[src/rtl/cache_control.sv]
// rtl/cache_control.sv - direct-mapped, write-back cache controller (compare / writeback / allocate)
module cache_control #(
    parameter int INDEX_W = 3,
    parameter int TAG_W   = 9
) (
    input  logic              clk,
    input  logic              rst_n,
    input  logic              mem_read,
    input  logic              mem_write,
    input  logic [15:0]       mem_address,
    input  logic [TAG_W-1:0]  tag_out,
    input  logic              pmem_resp,
    output logic              mem_resp,
    output logic              pmem_read,
    output logic              pmem_write,
    output logic              pmem_addr_sel,
    output logic              data_write,
    output logic              tag_write,
    output logic              data_sel
);

    localparam int SETS = 1 << INDEX_W;

    typedef enum logic [1:0] {
        S_COMPARE   = 2'd0,
        S_WRITEBACK = 2'd1,
        S_ALLOCATE  = 2'd2
    } state_t;

    state_t              r_state;
    logic [SETS-1:0]     r_valid;
    logic [SETS-1:0]     r_dirty;

    logic [INDEX_W-1:0]  w_index;
    logic [TAG_W-1:0]    w_tag;
    logic                w_req;
    logic                w_hit;
    logic                w_unused_offset;

    assign w_index         = mem_address[4 +: INDEX_W];
    assign w_tag           = mem_address[15 -: TAG_W];
    assign w_req           = mem_read | mem_write;
    assign w_hit           = (r_state == S_COMPARE) && r_valid[w_index] && (tag_out == w_tag);
    assign w_unused_offset = ^mem_address[3:0];

    always_ff @(posedge clk or negedge rst_n) begin
        if (!rst_n) begin
            r_state <= S_COMPARE;
            r_valid <= '0;
            r_dirty <= '0;
        end else begin
            case (r_state)
                S_COMPARE: begin
                    if (w_req) begin
                        if (w_hit) begin
                            if (mem_write)
                                r_dirty[w_index] <= 1'b1;
                        end else if (r_dirty[w_index]) begin
                            r_state <= S_WRITEBACK;
                        end else begin
                            r_state <= S_ALLOCATE;
                        end
                    end
                end
                S_WRITEBACK: begin
                    if (pmem_resp) begin
                        r_dirty[w_index] <= 1'b0;
                        r_state          <= S_ALLOCATE;
                    end
                end
                S_ALLOCATE: begin
                    // The fresh line is clean; a pending write dirties it on the retried hit.
                    if (pmem_resp) begin
                        r_valid[w_index] <= 1'b1;
                        r_dirty[w_index] <= 1'b0;
                        r_state          <= S_COMPARE;
                    end
                end
                default: r_state <= S_COMPARE;
            endcase
        end
    end

    always_comb begin
        mem_resp      = 1'b0;
        pmem_read     = 1'b0;
        pmem_write    = 1'b0;
        pmem_addr_sel = 1'b0;
        data_write    = 1'b0;
        tag_write     = 1'b0;
        data_sel      = 1'b0;
        if (rst_n) begin
            case (r_state)
                S_COMPARE: begin
                    if (w_req && w_hit) begin
                        mem_resp = 1'b1;
                        if (mem_write) begin
                            data_write = 1'b1;
                            data_sel   = 1'b1;
                        end
                    end
                end
                S_WRITEBACK: begin
                    pmem_write    = 1'b1;
                    pmem_addr_sel = 1'b1;
                end
                S_ALLOCATE: begin
                    pmem_read = 1'b1;
                    if (pmem_resp) begin
                        data_write = 1'b1;
                        tag_write  = 1'b1;
                    end
                end
                default: ;
            endcase
        end
    end

endmodule

[config.mk]
export PLATFORM = sky130hd
export DESIGN_NAME = cache_control
export DESIGN_NICKNAME = d
export VERILOG_FILES = /design/src/rtl/cache_control.sv
export SDC_FILE = /design/constraint.sdc
export NUM_CORES = 1
export LEC_CHECK = 0
export ABC_AREA = 0
export ABC_CLOCK_PERIOD_IN_PS = 4750
export BUFFER_PORTS_ARGS = -buffer_cell sky130_fd_sc_hd__buf_4
export CAP_MARGIN = 20
export CORE_MARGIN = 2
export CORE_UTILIZATION = 46
export CTS_CLUSTER_DIAMETER = 50
export CTS_CLUSTER_SIZE = 14
export DETAILED_ROUTE_END_ITERATION = 8
export PLACE_DENSITY = 0.69
export SYNTH_ARGS = -nofsm -noshare
export SYNTH_HDL_FRONTEND = slang
export SYNTH_SLANG_ARGS = --single-unit
[constraint.sdc]
create_clock -name clk -period 4.75 [get_ports clk]
set_clock_uncertainty 0.1 [all_clocks]
set_input_delay 0.95 -clock clk [delete_from_list [all_inputs] [get_ports clk]]
set_output_delay 0.95 -clock clk [all_outputs]
set_load 0.1 [all_outputs]
==> impl_metrics.csv <==
group,metric,value,unit
power_and_ir_drop,p_leak,0.7445,nW
power_and_ir_drop,power_density,451.6,mW/mm^2
synthesis,syn_area_per_cell,9.226,sq um
critical_path,worstReg2RegStart,"r_state[1]",
synthesis,synthDistinctLibCells,36,
cts,worstSkewPairLatency,0.30,ns
routing,via_per_inst,5.670,
cts,clkSinkCount,18,
critical_path,cp_top_family,"simple AND/OR/NAND/NOR gates",
cts,hold_buffers,0,
sta,tns,0,ns
synthesis,async_flop_share,1.000,
synthesis,ys.flop_type,"dfrtp_1",
synthesis,synth_cells,139,
critical_path,cp_max_fo,7,
grt,grt_use_total,0.1968,
cts,ctsHtreeMaxLevel,1,
routing,routed_wirelength,2961,microns
critical_path,crit_arrival,2.53,ns
sta,timing.hold.ws,0.3662,ns
die,dieArea,0.003226,sq mm
critical_path,crit_cells,7,
critical_path,worstPathRequired,3.70,ns
critical_path,setup.worst_path.end,"mem_resp",
cts,clkTransAtPathRegs,0.10,ns
critical_path,path_class,"in -> out",
critical_path,max_stage_delay,0.30,ns
grt,antenna_found_initial,0,
critical_path,endpoint_kind,"output pin",
power_and_ir_drop,total_power,0.0007006,W
die,start_util,0.4732,
critical_path,cp_num_buf_inv,2,
routing,vias,1134,
die,num_rows,19,
power_and_ir_drop,vdd_drop_max,0.4257,mV
synthesis,synth_common_cells,"dfrtp_1, nor2_1, mux2i_1, nand2_1, xnor2_1",
cts,cts_setup_buffers,0,
worst_hold_path,hp-class,"reg -> reg",
cts,post_cts_resized,0,
routing,ant_nets,0,
routing,wl_per_cell,14.81,microns
final_layout,syn2layout_area_growth,20.98,%
cts,cts_tree,"done",
die,die_w,56.80,microns
synthesis,synth_edf_count,0,
die,die_y,56.80,microns
critical_path,worstSetupStartpoint,"mem_address[12]",
sta,min_period,3.580,ns
sta,finalHoldViolCount,0,
critical_path,crit_chain,"buf_4 > xnor2_1 > nand4_1 > nor3_1 > and4_1 > and3b_1 > buf_4",
flow_run,cap_violations,0,
synthesis,synth.most_common_cell,"dfrtp_1",
routing,drc,0,
routing,drt_iter0_markers,26,
final_layout,multiInputGateArea,755.7,sq um
final_layout,nNetsFinal,203,
cts,cts_buffers,3,
grt,grt_pass1_wl,4905,microns
sta,rsz0062_at_grt,"false",
final_layout,antennaDiodeCount,0,
sta,final-max-slew-violation-count,0,
synthesis,yosysTopAreaCell,"dfrtp_1",
grt,grt_pass1_vias,1090,
synthesis,ys_warn_count,0,
placed_design,placed_area,0.001515,sq mm
cts,cts-root-buf,"clkbuf_4",
critical_path,crit_path_start_kind,"primary input",
grt,overflow,0,
synthesis,synth_top_cell_area_share,0.3512,
critical_path,cp_common_cell,"buf_4",
sta,fmax,279.4,MHz
synthesis,syn_area,0.001282,sq mm
cts,cts_buffer_depth,2,
final_layout,seq_area,450.4,sq um
die,core_region_area,0.002710,sq mm
critical_path,reg2reg_depth,7,
critical_path,critPathSlowestCell,"nand4_1",
grt,grt_max_degree,25,
synthesis,synth_area_leaders,"dfrtp_1, mux2i_1, xnor2_1, nor2_1, ha_1",
die,ios,37,
sta,maxSlewHeadroom,0.6879,
synthesis,yosysSeqAreaShare,0.3512,
final_layout,stdcell_area,0.001551,sq mm
final_layout,drive_gt1_frac,0.2485,
routing,dr.pass1.iters,4,
run_status,outcome,"complete, no violations",
synthesis,synth_seq_cells,18,
synthesis,synth_nets,172,
sta,tightest_slew,0.4664,ns
placed_design,hpwl,2346,microns
sta,finalCritPeriodShare,0.7536,
sta,setup_violations,0,
final_layout,fillers,250,
placed_design,io_buffers,32,
critical_path,ff2ff_setup_slack,2.55,ns
placed_design,gp_congestion,0.7504,
==> power by group <==
group,internal (W),total [W],leakage [nW],switching [W]
registers,0.000213,0.000246,0.207,0.0000327
clock network,0.0000468,0.0000965,0.0210,0.0000498
logic,0.000132,0.000358,0.516,0.000226
total,0.000392,0.000701,0.744,0.000308
==> worst min path at each step <==
stage | cells after the start | from | end
floorplan | 1 | r_valid[1] | r_valid[1]
global placement | 1 | r_valid[3] | r_valid[3]
detailed placement | 1 | r_valid[3] | r_valid[3]
CTS | 1 | r_valid[3] | r_valid[3]
global route | 1 | r_valid[3] | r_valid[3]
finish | 1 | r_valid[2] | r_valid[2]
==> area by class of cell <==
class | instances | share of cell area
Timing Repair Buffer | 32 | 0.1548
Tap cell | 31 | 0.02500
Inverter | 8 | 0.01935
Multi-Input combinational cell | 107 | 0.4871
Sequential cell | 18 | 0.2903
Clock buffer | 4 | 0.02339
==> worst reg2reg max path, delay by kind of cell, from the launching register on <==
kind	cells	cell delay [ns]
multiplexers	2	0.60
adder cells (fa/ha/maj)	1	0.45
flip-flops	1	0.37
AND/OR/NAND/NOR	2	0.34
AO/OA/AOI/OAI	1	0.19
buffers and inverters	1	0.08
==> per-stage QoR <==
step,setup slack (ns),std cells,util
6_report,1.170,200,0.5725
5_1_grt,1.008,200,0.5725
4_1_cts,1.173,200,0.5725
3_5_place_dp,1.176,196,0.5591
3_3_place_gp,1.222,196,0.5591
2_1_floorplan,1.182,139,-
==> logic make-up (layout without fill, tap and decap cells) <==
| family | after synthesis | count (layout) | synth area share |
|---|---|---|---|
| simple gates | 50 | 50 | 0.2097 |
| compound gates | 31 | 31 | 0.1785 |
| flops | 18 | 18 | 0.3512 |
| mux | 14 | 14 | 0.1102 |
| buf+inv | 14 | 44 | 0.05950 |
| xor+xnor | 9 | 9 | 0.06147 |
| fa+ha+maj | 3 | 3 | 0.02927 |
==> metal layers <==
layer  global-route usage  part of all wire
met2               0.3389              0.52
met5                    0                 0
met1               0.2435              0.41
met4              0.05648             0.011
met3              0.04839             0.054
==> cells in the final DEF (no fill, tap or decap), drive strengths merged, types with 4 or more instances in the layout <==
cell type   n
clkbuf      4
a21oi       7
nand2       9
buf        32
inv         8
nor2       15
nor4        5
o21ai       7
nand2b      4
dfrtp      18
xnor2       9
a31o        4
mux2i      13
Power figures use the tool's default switching activity.
